### src/rtl/fifo_flagged.sv
`default_nettype none
// ============================================================================
// Module     : fifo_flagged
// Description: Register-file FIFO with occupancy count, almost-full/empty
//              thresholds and sticky overflow/underflow flags. Define
//              FIFO_FWFT_EN for first-word-fall-through reads.
// Revision   : 1.0 - initial release
// ============================================================================
module fifo_flagged #(
    parameter int DATA_WIDTH = 8,
    parameter int ADDR_WIDTH = 4
) (
    input  logic                  clk,
    input  logic                  reset,
    input  logic                  rd,
    input  logic                  wr,
    input  logic [DATA_WIDTH-1:0] wr_data,
    input  logic [ADDR_WIDTH:0]   af_thresh,
    input  logic [ADDR_WIDTH:0]   ae_thresh,
    input  logic                  clr_err,
    output logic [DATA_WIDTH-1:0] rd_data,
    output logic                  full,
    output logic                  empty,
    output logic                  almost_full,
    output logic                  almost_empty,
    output logic [ADDR_WIDTH:0]   count,
    output logic                  overflow,
    output logic                  underflow
);

    localparam int                DEPTH   = 2 ** ADDR_WIDTH;
    localparam logic [ADDR_WIDTH:0] C_DEPTH = (ADDR_WIDTH + 1)'(DEPTH);

    logic [DATA_WIDTH-1:0] mem_q [DEPTH];
    logic [ADDR_WIDTH-1:0] wr_ptr_q, wr_ptr_d;
    logic [ADDR_WIDTH-1:0] rd_ptr_q, rd_ptr_d;
    logic [ADDR_WIDTH:0]   count_q, count_d;
    logic                  overflow_q, overflow_d;
    logic                  underflow_q, underflow_d;
    logic                  rd_acc, wr_acc;

    // Flags depend on the count register only, never on rd/wr.
    assign full         = (count_q == C_DEPTH);
    assign empty        = (count_q == '0);
    assign almost_full  = (count_q >= af_thresh);
    assign almost_empty = (count_q <= ae_thresh);
    assign count        = count_q;
    assign overflow     = overflow_q;
    assign underflow    = underflow_q;

    // A pop frees a slot in the same cycle, so a full FIFO can still take a push.
    assign rd_acc = rd & ~empty;
    assign wr_acc = wr & (~full | rd_acc);

    always_comb begin
        wr_ptr_d    = wr_ptr_q;
        rd_ptr_d    = rd_ptr_q;
        count_d     = count_q;
        overflow_d  = overflow_q;
        underflow_d = underflow_q;

        if (wr_acc) wr_ptr_d = wr_ptr_q + ADDR_WIDTH'(1);
        if (rd_acc) rd_ptr_d = rd_ptr_q + ADDR_WIDTH'(1);

        case ({wr_acc, rd_acc})
            2'b10:   count_d = count_q + (ADDR_WIDTH + 1)'(1);
            2'b01:   count_d = count_q - (ADDR_WIDTH + 1)'(1);
            default: count_d = count_q;
        endcase

        if (wr & ~wr_acc)  overflow_d = 1'b1;
        else if (clr_err)  overflow_d = 1'b0;

        if (rd & ~rd_acc)  underflow_d = 1'b1;
        else if (clr_err)  underflow_d = 1'b0;
    end

    always_ff @(posedge clk) begin
        if (!reset) begin
            wr_ptr_q    <= '0;
            rd_ptr_q    <= '0;
            count_q     <= '0;
            overflow_q  <= 1'b0;
            underflow_q <= 1'b0;
        end else begin
            wr_ptr_q    <= wr_ptr_d;
            rd_ptr_q    <= rd_ptr_d;
            count_q     <= count_d;
            overflow_q  <= overflow_d;
            underflow_q <= underflow_d;
        end
    end

    // Storage is not reset; a write in a reset cycle is discarded.
    always_ff @(posedge clk) begin
        if (reset && wr_acc) begin
            mem_q[wr_ptr_q] <= wr_data;
        end
    end

`ifdef FIFO_FWFT_EN
    assign rd_data = empty ? '0 : mem_q[rd_ptr_q];
`else
    logic [DATA_WIDTH-1:0] rd_data_q;

    always_ff @(posedge clk) begin
        if (!reset) begin
            rd_data_q <= '0;
        end else if (rd_acc) begin
            rd_data_q <= mem_q[rd_ptr_q];
        end
    end

    assign rd_data = rd_data_q;
`endif

endmodule
`default_nettype wire

### config.mk
export PLATFORM = sky130hd
export DESIGN_NAME = fifo_flagged
export DESIGN_NICKNAME = d
export VERILOG_FILES = /design/src/rtl/fifo_flagged.sv
export SDC_FILE = /design/constraint.sdc
export NUM_CORES = 1
export LEC_CHECK = 0
export ABC_AREA = 1
export CORE_MARGIN = 2
export CORE_UTILIZATION = 35
export DETAILED_ROUTE_END_ITERATION = 8
export SETUP_SLACK_MARGIN = 0.3
export SYNTH_ARGS = -nofsm -noshare
export SYNTH_HDL_FRONTEND = slang
export SYNTH_SLANG_ARGS = --single-unit
### constraint.sdc
create_clock -name clk -period 2.4 [get_ports clk]
set_clock_uncertainty 0.05 [all_clocks]
set_input_delay 0.36 -clock clk [delete_from_list [all_inputs] [get_ports clk]]
set_output_delay 0.36 -clock clk [all_outputs]
set_load 0.005 [all_outputs]
After elaboration in Yosys (flattened, before gate mapping)
Memory sizes are Yosys's and may differ from the RTL's. A register that Yosys moved wholly into a read port is not among the register bits.
Cells that the tools add are included.
- add/sub/neg operators: 4
- order comparisons: 2
- equality and inequality tests: 3
- mux-type cells: 6
- bitwise logic cells: 9
- reduce and logical (&&, ||, !) cells: 6
- operators by type and width (kind ; number):
    $pmux W5 S2 ; 1
    $add A4 B1 Y4 const B ; 2
    $reduce_bool A2 Y1 ; 3
    $add A5 B1 Y5 const B ; 1
    $eq A5 B5 Y1 const B ; 1
    $ge A5 B5 Y1 ; 1
    $le A5 B5 Y1 ; 1
    $logic_not A5 Y1 ; 1
    $mux W1 ; 5
    $sub A5 B1 Y5 const B ; 1
    $and A1 B1 Y1 ; 4
    $not A1 Y1 ; 4
    $eq A2 B1 Y1 const B ; 1
    $eq A2 B2 Y1 const B ; 1
    $logic_and A1 B1 Y1 ; 1
    $logic_not A1 Y1 ; 1
    $or A1 B1 Y1 ; 1
- bits in registers: 15
- RAM bits: 128
- input bits: 23
- output and inout port bits: 19
- word-level logic and storage cells: 36
- memories: 1
- memory list (memory ; depth ; bits a word ; read ports ; clocked after Yosys merged registers in ; wr ports ; RTL line ; text):
    mem_q ; 16 ; 8 ; 1 ; 1 ; 1 ; 34 ; logic [DATA_WIDTH-1:0] mem_q [DEPTH];

Depth between registers and ports, before layout
Gate-level depths: netlist of run 1.
- depth in word-level cells: 8
- mapped depth: 15

Worst setup path before layout of run 1
Ideal clock, no wire load.
- kind: register -> register
- start: reg count_q[2] (netlist: count[2])
- end: reg count_q[4] (netlist: count[4])
- library setup time: 0.115 ns
- arrival time: 1.824 ns
- slack: 0.411 ns
- stages on the path, launching flop included: 16
- path buffers: 0
- cell sequence: dfxtp_1 -> nor2_2 -> nand3_2 -> nand2_4 -> inv_2 -> nand2_1 -> inv_1 -> fa_1 -> nand2_1 -> nand2_1 -> a21oi_1 -> nand2_1 -> nand2_1 -> nand3_1 -> nand2_1 -> nor2_1
- word-level cells in the longest chain between the ends: 7
- ends and longest elaborated chain (what ; RTL line ; text):
    from (decl) ; 37 ; logic [ADDR_WIDTH:0] count_q, count_d;
    from (signal assigned) ; 88 ; count_q <= count_d;
    $logic_not A5 Y1 ; 44 ; assign empty = (count_q == '0);
    $not A1 Y1 ; 52 ; assign rd_acc = rd & ~empty;
    $and A1 B1 Y1 ; 52 ;
    $or A1 B1 Y1 ; 53 ; assign wr_acc = wr & (~full | rd_acc);
    $and A1 B1 Y1 ; 53 ;
    $eq A2 B1 Y1 or $eq A2 B2 Y1 (tied branches) ; 65 ; case ({wr_acc, rd_acc})
    $pmux W5 S2 or $reduce_bool A2 Y1 (tied branches) ; -- ;
Several ways; a longest one is shown, not always the timed one.
A chain may end at the register's enable or synchronous reset.

Worst setup path in the final report of run 1
- start: reg count_q[0] (netlist: count[0])
- end: reg count_q[4] (netlist: count[4])
Same word-level chain as after synthesis.

==> run_results.csv, run 1 <==
group,metric,value,unit
global_route,track_usage,15.8,%
hold_path,hp-class,"register to register",
detailed_routing,ant_nets,0,
clock_tree,cts_root_buffer,"clkbuf_16",
worst_setup_path,cp_cell_sequence,"buf_6 > nor2_4 > nand3_2 > nand2_4 > inv_4 > nand2_4 > inv_4 > fa_2 > nand2_2 > nand2_2 > a21oi_2 > nand2_1 > nand2_1 > nand3_1 > nand2_1 > nor2_1",
sta,min_period,2040,ps
die,coreArea,0.0194,mm2
die,ioPinCount,42,
detailed_routing,wl_per_cell,14.9,um
clock_tree,cts_sinks,151,
yosys,synthFlopType,"edfxtp_1",
worst_setup_path,crit_type,"register to register",
place,port_buffers,41,
yosys,avgSynthCellArea,9.76,um2
yosys,synth-edff-count,128,
sta,finalMaxSlewViolations,0,
clock_tree,htreeDepth,4,
yosys,yosysWarnings,0,
sta,rsz0062_at_grt,"true",
worst_setup_path,critPathLaunch,"count[0]",
sta,hold_violations,0,
place,globalplace.congestion,0.773,
die,die_x,144,um
worst_setup_path,r2r-start,"count[0]",
global_route,overflow,0,
sta,setup_viol,0,
power,pwr-share-comb,26.7,%
detailed_routing,vias_per_cell,4.55,
final_layout,fillerInstances,1865,
worst_setup_path,cp_slowest_cell,"fa_2",
global_route,grt_pass1_wl,24.2,mm
clock_tree,clkTransAtPathRegs,60,ps
clock_tree,clk_latency,420,ps
yosys,synth.distinct_cells,25,
power,leakage,3.52,nW
yosys,synth_nets,747,
global_route,grt_antenna_before_repair,0,
sta,tightest_slew,721,ps
final_layout,final_nets,815,
detailed_routing,drt_iter0_drc,369,
final_layout,drive_gt1_share,13.2,%
worst_setup_path,crit_path_end_kind,"register",
sta,setup_tns,0,ps
die,start_util,35.5,%
power,pwr-share-clk,32.5,%
detailed_routing,routed_wl,15.7,mm
die,core.rowCount,51,
place,hpwl,9.75,mm
sta,whs,421,ps
final_layout,multi_input_area,0.00209,mm2
power,p_per_area,907,mW/mm2
global_route,grt_max_degree,36,
die,die_y,144,um
clock_tree,cts_buffer_depth,2,
job,maxCapViolCount,0,
power,swShare,31.5,%
worst_setup_path,cp_slowest_stage_delay,370,ps
worst_setup_path,start_kind,"register",
detailed_routing,remaining_drc_errors,0,
worst_setup_path,cp.arrival,2310,ps
yosys,synth.ff_latch_count,151,
sta,worst_slew_margin_rel,51.8,%
final_layout,final_util,43.2,%
worst_setup_path,cp_common_cell,"nand2_1",
sta,max_freq,489,MHz
die,die_area,0.0208,mm2
power,power.internal,5.20,mW
hold_path,min_from,"underflow",
global_route,grt_pass1_vias,4359,
clock_tree,cts_tree,"yes",
yosys,async_flop_share,0,%
yosys,ys_seq_area_share,62.6,%
clock_tree,numCtsBuffers,17,
detailed_routing,drt_pass1_iterations,5,
power,ir_drop,0.000515,V
yosys,syn_area,0.00688,mm2
power,seqPwrFrac,40.7,%
run_status,status,"complete, no violations",
final_layout,seq_area,0.00431,mm2
yosys,synthCells,705,
final_layout,syn_to_final_growth,21.7,%
final_layout,num_antenna_cells,0,
sta,fin_crit_sh,85.1,%
detailed_routing,via_count,4782,
power,p_sw,2.39,mW
worst_setup_path,crit_fanout,4,
worst_setup_path,cp.required,2660,ps
[critical path, delay by kind of cell, from the launching register on]
kind            cells  cell delay, ps
flops               1             330
simple gates       11             820
buf+inv             3             210
compound gates      1             140
fa+ha+maj           1             370
[logic make-up (layout without fill, tap and decap cells)]
logic type / after synthesis / after routing / synth area share (%)
XOR/XNOR: 3 / 3 / 0.382
adder cells (fa/ha/maj): 19 / 19 / 3.57
AO/OA/AOI/OAI: 35 / 35 / 2.80
buffers and inverters: 134 / 215 / 8.51
AND/OR/NAND/NOR: 363 / 363 / 22.2
flip-flops: 151 / 151 / 62.6
[flip-flops by register name, indices dropped and copies added, names as in the netlist]
register / count
count: 5
mem_q: 128
overflow: 1
rd_data: 8
rd_ptr_q: 4
underflow: 1
wr_ptr_q: 4
[cell type report]
cell class	count	area share [%]
clock buffers	17	5.08
clock inverters	15	1.51
inverters	105	4.77
multi-input cells	420	24.9
flip-flops and latches	151	51.5
well taps	265	3.96
repair buffers	78	8.23
[cell usage after synthesis (5+ instances only)]
master	count	area (um2)
buf_2	12	60.1
inv_2	5	18.8
nand2_1	194	728
o21ai_0	17	85.1
inv_1	98	368
ha_1	18	225
dfxtp_1	23	460
nor2_1	60	225
clkbuf_1	6	22.5
a21oi_1	13	65.1
nand3_1	102	510
buf_6	7	78.8
edfxtp_1	128	3840
[power by group through the flow]
stage / clock (mW) / combinational (mW) / sequential [mW]
final: 2.47 / 2.03 / 3.09
after global routing: 2.63 / 2.28 / 3.11
after detailed placement: 0 / 1.91 / 3.12
after global placement: 0 / 1.89 / 3.12
after CTS: 2.52 / 1.93 / 3.08
after floorplan: 0 / 1.23 / 3.11
[path summary, 6_finish.rpt]
kind	end	slack (ps)	cells past startpoint
worst max register to register	count[4]	360	16
worst max-delay path	count[4]	360	16
worst min register to register	underflow	420	2
worst min-delay path	underflow	420	2
[cells in the final DEF, fill, tap and decap left out, types with 3 or more instances in the layout]
cell type        instances
nand2_1                190
edfxtp_1               128
nand3_1                102
inv_1                   95
nor2_1                  60
clkdlybuf4s50_1         35
buf_4                   35
dfxtp_1                 18
clkbuf_16               17
o21ai_0                 15
ha_1                    14
a21oi_1                 10
inv_2                    6
clkinv_2                 6
ha_4                     4
dfxtp_2                  4
dlygate4sd2_1            4
nand2_4                  3
nand2_2                  3
a21oi_2                  3
xor2_1                   3
clkinvlp_4               3
inv_6                    3
[stage by stage]
stage / power [mW] / instance area, um2 / cells / setup WS, ps
after floorplan: 4.34 / 6880 / 705 / 411
after global placement: 5.02 / 7680 / 1014 / -56.7
after detailed placement: 5.04 / 7680 / 1014 / -70.3
after CTS: 7.52 / 8260 / 1046 / 252
after global routing: 8.02 / 8370 / 1051 / 209
final: 7.59 / 8370 / 1051 / 357
[routing by layer]
| layer | wire length (um) | share of wire, % | global-route usage, % |
|---|---|---|---|
| met5 | 0 | 0 | 0 |
| met4 | 261 | 1.7 | 5.88 |
| met3 | 577 | 3.7 | 3.25 |
| met2 | 7800 | 50 | 25.7 |
| met1 | 7030 | 45 | 20.9 |
[what timing repair did]
item                                    CTS  global route
hold endpoints to repair                  0             0
hold buffers                              0             0
pin swaps                                10            13
buffers inserted                          0             5
cloned                                    0             0
gates resized for setup                  22            20
endpoints found under the setup margin    5             4
(Power assumes the default switching activity.)
==> run 2, diff against run 1 <==
--- a/config.mk
+++ b/config.mk
@@ -5,7 +5,6 @@
 export SDC_FILE = /design/constraint.sdc
 export NUM_CORES = 1
 export LEC_CHECK = 0
-export ABC_AREA = 1
 export CORE_MARGIN = 2
 export CORE_UTILIZATION = 35
 export DETAILED_ROUTE_END_ITERATION = 8
==> constraint.sdc (replaced) <==
create_clock -name clk -period 2.4 [get_ports clk]
set_clock_uncertainty 0.05 [all_clocks]
set_input_delay 0.36 -clock clk [delete_from_list [all_inputs] [get_ports clk]]
set_output_delay 0.36 -clock clk [all_outputs]
set_load 0.05 [all_outputs]
==> run 2 against run 1 <==
Compared with the run above:
- the run now ends with setup timing left
- first-iteration DRC count is 26% lower
- via count is 20% lower
- combinational power is 29% higher
- final cell count is 30% lower
- core utilization is 3.1 points higher
- sequential power hardly changed
- critical path type unchanged
- largest power group unchanged
==> run_results.csv, run 2 <==
group,metric,value,unit
yosys,yosys.area.top_type,"edfxtp_1",
yosys,syn_area,0.00630,mm2
final_layout,syn_to_final_growth,30.9,%
power,leakage,2.85,nW
sta,fin_crit_sh,102,%
die,die_x,138,um
place,placed_cell_area,0.00729,mm2
sta,min_period,2450,ps
yosys,synthTopCellsByArea,"edfxtp_1 61%, dfxtp_1 7.3%, mux2i_1 5.7%",
final_layout,num_antenna_cells,0,
final_layout,design_area,0.00825,mm2
yosys,synth.distinct_cells,42,
sta,worst_slew_margin_rel,53.9,%
job,maxCapViolCount,0,
hold_path,hp-class,"register to register",
clock_tree,cts_root_buffer,"clkbuf_16",
yosys,yosys-top-cells-count,"128 x edfxtp_1, 36 x mux2i_1, 29 x nor2_1",
final_layout,final_nets,539,
yosys,synthFlopType,"edfxtp_1",
clock_tree,cts_sinks,151,
die,die_area,0.0191,mm2
worst_setup_path,worst-r2r-setup-slack,-50,ps
final_layout,layout_commonest_cell,"edfxtp_1",
detailed_routing,routed_wl,14.2,mm
clock_tree,clkTransAtPathRegs,60,ps
worst_setup_path,start_kind,"register",
clock_tree,cts_buffer_depth,2,
final_layout,final_util,46.2,%
worst_setup_path,crit_path_end_kind,"register",
worst_setup_path,crit_type,"register to register",
detailed_routing,drt_pass1_iterations,4,
die,coreArea,0.0178,mm2
worst_setup_path,cp.required,2710,ps
run_status,failed_checks,"setup timing",
worst_setup_path,crit_fanout,4,
yosys,async_flop_share,0,%
sta,hold_violations,0,
global_route,grt_max_degree,29,
global_route,overflow,0,
detailed_routing,drt_iter0_drc,272,
global_route,grt_pass1_wl,21.9,mm
sta,fin_ws,-48.8,ps
yosys,synth-edff-count,128,
yosys,synthCells,402,
detailed_routing,remaining_drc_errors,0,
sta,max_freq,408,MHz
global_route,grt_antenna_before_repair,0,
die,die_y,138,um
place,port_buffers,41,
place,dp_slack,-61.5,ps
worst_setup_path,cp.arrival,2760,ps
clock_tree,clk_latency,420,ps
die,core.rowCount,49,
yosys,synth.ff_latch_count,151,
sta,tightest_slew,692,ps
place,placedCellCount,695,
place,globalplace.congestion,0.769,
global_route,grt_pass1_vias,3896,
final_layout,largest_reg_flops,128,
detailed_routing,vias_per_cell,5.15,
power,p_per_area,1030,mW/mm2
power,ir_drop,0.000765,V
hold_path,holdPathStages,2,
clock_tree,htreeDepth,4,
detailed_routing,via_count,3805,
clock_tree,cts_tree,"yes",
yosys,yosysMostFrequentCell,"edfxtp_1",
sta,rsz0062_at_grt,"true",
yosys,ys_seq_area_share,68.3,%
run_status,status,"complete, but fails checks",
yosys,synth_nets,444,
yosys,yosysWarnings,0,
final_layout,top_register,"mem_q",
yosys,avgSynthCellArea,15.7,um2
die,start_util,35.3,%
sta,setup_tns,-48.8,ps
global_route,track_usage,15.2,%
detailed_routing,ant_nets,0,
detailed_routing,wl_per_cell,19.2,um
final_layout,final_cell_mix,"128 x edfxtp_1, 36 x mux2i_1, 31 x clkdlybuf4s50_1",
sta,whs,447,ps
final_layout,drive_gt1_share,30.2,%
yosys,yosys.area.top_type_share,61.0,%
sta,setup_viol,1,
die,ioPinCount,42,
place,hpwl,8.90,mm
clock_tree,numCtsBuffers,17,
worst_setup_path,rr_worst_depth,9,
power,p_total,8.47,mW
final_layout,fin_cells,739,
sta,finalMaxSlewViolations,0,
## run 2: cell count changes after synthesis, sizes merged, moves of 13 or more
| cell | delta |
|---|---|
| mux2i | +36 |
| nand3 | -98 |
| buf | -13 |
| o22ai | +15 |
| mux4 | +16 |
| nand2 | -184 |
| inv | -89 |
| nor2 | -32 |
## run 2: final timing paths
path,to,start
worst max-delay path,count[4],count[1]
worst max register to register,count[4],count[1]
worst min-delay path,overflow,overflow
worst min register to register,overflow,overflow
## run 2: layout make-up
| class | instances | area [um2] |
|---|---|---|
| Clock buffer | 20 | 457 |
| Clock inverter | 12 | 166 |
| Fill cell | 1549 | 9590 |
| Inverter | 14 | 52.6 |
| Multi-Input combinational cell | 218 | 2020 |
| Sequential cell | 151 | 4320 |
| Tap cell | 229 | 287 |
| Timing Repair Buffer | 95 | 951 |
## run 2: cells by family after synthesis
family,after synthesis,synth area share [%]
xor+xnor,9,1.25
flops,151,68.3
simple gates,78,6.37
fa+ha+maj,19,3.89
compound gates,60,6.43
mux,52,11.4
buf+inv,33,2.32
## run 2: per-layer routing
metal	share of wire, %	global-route usage [%]	vias up	wire length [um]
met2	47	24.7	116	6680
met1	45	19.2	1910	6340
met5	0	0	-	0
met4	3.1	6.34	0	444
met3	5.0	4.19	38	707
li1	-	-	1741	-
## run 2: what timing repair did
item | CTS | global route
pin swaps | 12 | 18
setup endpoints to repair | 11 | 135
hold buffers | 0 | 0
setup buffers | 3 | 9
gates resized for setup | 20 | 55
## run 2: where the power goes
group          switching [mW]  leakage [nW]  internal [mW]
clock                    1.06         0.297           1.71
sequential             0.0950          1.34           2.99
combinational            1.41          1.21           1.20
total                    2.57          2.85           5.90
## run 2: critical path, cell delays in order, from the launching register on
cell     delay, ps
dfxtp_4        340
or4_4          550
nor2_4         160
nor2_4          50
fa_2           330
a21o_1         160
a21o_1         180
or3_1          330
a21oi_2        120
o31a_1         120
==> edit: new RTL, flow settings as in run 1 <==
Add an input register stage for `af_thresh` and `ae_thresh`, with the module's reset; this delays them by one clock. The other inputs are not delayed to match.
--- a/src/rtl/fifo_flagged.sv
+++ b/src/rtl/fifo_flagged.sv
@@ -32,4 +32,17 @@
     localparam logic [ADDR_WIDTH:0] C_DEPTH = (ADDR_WIDTH + 1)'(DEPTH);
 
+    logic [ADDR_WIDTH:0] af_thresh_q;
+    logic [ADDR_WIDTH:0] ae_thresh_q;
+
+    always_ff @(posedge clk) begin
+        if (!reset) begin
+            af_thresh_q <= '0;
+            ae_thresh_q <= '0;
+        end else begin
+            af_thresh_q <= af_thresh;
+            ae_thresh_q <= ae_thresh;
+        end
+    end
+
     logic [DATA_WIDTH-1:0] mem_q [DEPTH];
     logic [ADDR_WIDTH-1:0] wr_ptr_q, wr_ptr_d;
@@ -43,6 +56,6 @@
     assign full         = (count_q == C_DEPTH);
     assign empty        = (count_q == '0);
-    assign almost_full  = (count_q >= af_thresh);
-    assign almost_empty = (count_q <= ae_thresh);
+    assign almost_full  = (count_q >= af_thresh_q);
+    assign almost_empty = (count_q <= ae_thresh_q);
     assign count        = count_q;
     assign overflow     = overflow_q;
Check against the original RTL: not equivalent (a bounded check fails within 4 cycles, from zero or initial values and one cycle with reset low).
==> edit against run 1 <==
- worst setup slack got worse by 17 ps
- routed wire length rose by 3.8%
- total power rose by 1.9%
- sequential cell count rose by 10
- largest power group unchanged
- design area rose by 2.9%
- first-iteration DRC count rose by 17%
- via count rose by 3.8%
- sequential power rose by 6%
- synthesized area rose by 4.1%
- combinational power rose by 2%
- global-route usage fell by 0.36 points
==> edit: results (changes against run 1) <==
stage,metric,value,unit,change
pwr,Static Leak,3.68,nW,was 3.52 nW
route,detailed-router iteration count before antenna repair,5,,unchanged
place,placer's final routability congestion estimate,0.758,,was 0.773
place,Port Buffer Count,41,,unchanged
yosys,XOR/XNOR share of the synthesized area,0.367,%,was 0.382%
yosys,multiplexer fraction of the synthesized cell area,0,%,unchanged
finish,Top reg by flops,mem_q,,unchanged
cts,clock slew at reported path FFs,60,ps,about the same
route,remaining antenna violation count after routing,0,,unchanged
cts,CTS Buffer Depth,2,,unchanged
yosys,part of the Yosys area used for sequential elements,62.9,%,was 62.6%
pwr,maximum vdd ir drop,0.472,mV,was 0.515 mV
grt,maximum number of pins on one net before global-route repair,67,,was 36
finish,number of filler instances in the final layout,1939,,was 1865
run_status,run status,finished clean,,unchanged
route,Final Routed Wirelength,16.3,mm,was 15.7 mm
worst_setup_path,maximum net fanout on the critical path,3,,was 4
grt,first-pass GRT wire length,25.4,mm,was 24.2 mm
sta,Slew @ Worst Pin,732,ps,was 721 ps
grt,antenna violations before repair,0,,unchanged
yosys,Synth async-reset ratio,0,%,unchanged
finish,Largest register FFs,128,,unchanged
worst_setup_path,arrival time at the worst endpoint,1650,ps,was 2310 ps
finish,share of post-route cells with drive strength above 1,12.1,%,was 13.2%
job,Max-Cap Viols,0,,unchanged
worst_hold_path,worst min-delay path class,reg -> reg,,unchanged
yosys,Yosys warning count,0,,unchanged
place,final HPWL from detailed placement,10.1,mm,was 9.75 mm
cts,cell at the root of the clock tree,sky130_fd_sc_hd__clkbuf_16,,unchanged
yosys,net count of the mapped netlist,779,,was 747
cts,number of clock buffers inserted by TritonCTS,17,,unchanged
finish,number of inserted diodes,0,,unchanged
worst_setup_path,setup slack on the worst flop-to-flop path,360,ps,
finish,nets,845,,was 815
yosys,"share of synthesized cell area in full adder, half adder and majority cells",3.42,%,was 3.57%
cts,maximum level of the CTS H-tree,4,,unchanged
route,detailed-route via count,4962,,was 4782
yosys,area fraction in compound gates after synthesis,2.69,%,was 2.80%
yosys,most used flip-flop cell after synthesis,sky130_fd_sc_hd__edfxtp_1,,unchanged
grt,via count of the first global-routing pass,4741,,was 4359
grt,total track usage,15.4,%,was 15.8%
yosys,"EDFF count, synth",128,,unchanged
yosys,cell types occupying the most area after synthesis,"sky130_fd_sc_hd__edfxtp_1, sky130_fd_sc_hd__nand2_1, sky130_fd_sc_hd__dfxtp_1",,"was sky130_fd_sc_hd__edfxtp_1, sky130_fd_sc_hd__nand2_1, sky130_fd_sc_hd__nand3_1"
pwr,cell internal power dissipation,5.30,mW,was 5.20 mW
sta,max-slew violation count,0,,unchanged
cts,worst-skew pair later-pin latency,420,ps,about the same
yosys,"top cells by count, synth","sky130_fd_sc_hd__nand2_1, sky130_fd_sc_hd__edfxtp_1, sky130_fd_sc_hd__inv_1",,"was sky130_fd_sc_hd__nand2_1, sky130_fd_sc_hd__edfxtp_1, sky130_fd_sc_hd__nand3_1"
yosys,post-synthesis cell type count,25,,unchanged
route,drt first-iter violations,432,,was 369
[edit: changes by cell type in the layout (fill, tap and decap cells not counted), sizes merged]
cell and delta:
bufinv -1, clkbuf +2, clkdlybuf4s50 +2, clkinvlp -1, dfxtp +10, dlygate4sd2 -3
dlymetal6s2s +1, inv +10, nand2 +10
[edit: logic make-up after synthesis]
group / count (synthesis)
DFF: 161
buffers and inverters: 146
xor gates and xnor gates: 3
and+or+nand+nor: 373
AOI/OAI and AO/OA: 35
adders and majority gates: 19
[edit: per-stage QoR]
stage	instance area (um^2)	std cells	worst slack (ps)	util, %	hold slack [ps]
after global placement	7950	1047	121	39.4	405
after floorplan	7160	737	410	-	408
after global routing	8610	1086	212	42.7	431
after CTS	8520	1081	294	42.3	406
after detailed placement	7950	1047	99.4	39.4	408
final	8610	1086	340	42.7	417
[edit: critical path: stages, from the launching register on]
cell                       delay, ps
sky130_fd_sc_hd__dfxtp_2         350
sky130_fd_sc_hd__inv_4            50
sky130_fd_sc_hd__ha_4            200
sky130_fd_sc_hd__o21ai_1         140
sky130_fd_sc_hd__nand2_1          90
sky130_fd_sc_hd__nand2_2          70
sky130_fd_sc_hd__nand2_2          50
sky130_fd_sc_hd__a21oi_2         100
sky130_fd_sc_hd__o21bai_1         70
sky130_fd_sc_hd__buf_2           120
[edit: routing by layer]
metal,wire length (um),GRT usage (%),vias to the layer above
met5,0,0,-
met4,433,6.01,0
met3,635,3.29,23
met2,8120,25.6,105
met1,7080,19.8,2330
li1,-,-,2504
[edit: worst paths after layout]
kind	startpoint	to	depth (start not counted)
worst max register to register	count[0]	count[4]	16
worst min register to register	underflow	underflow	2
worst min-delay path	underflow	underflow	2
worst max-delay path	count[0]	almost_full	9
[edit: final cells by class]
type                       count  area, um^2  area share (%)
clock buffer                  19         433            5.03
clock inverter                13        88.8            1.03
inverter                     115         437            5.07
multi-input combinational    430        2100            24.4
sequential                   161        4520            52.4
tap                          270         338            3.92
timing repair buffer          78         699            8.12
[edit: power groups by stage]
stage | clock (mW) | combinational, mW | sequential [mW]
2_1_floorplan | 0 | 1.26 | 3.29
3_3_place_gp | 0 | 1.95 | 3.30
3_5_place_dp | 0 | 1.96 | 3.30
4_1_cts | 2.45 | 1.99 | 3.25
5_1_grt | 2.58 | 2.34 | 3.27
6_report | 2.40 | 2.08 | 3.26
[edit: what timing repair did]
action	CTS	global route
setup endpoints to repair	5	4
buffers inserted	2	5
pin swaps	2	12
resized for setup	20	19
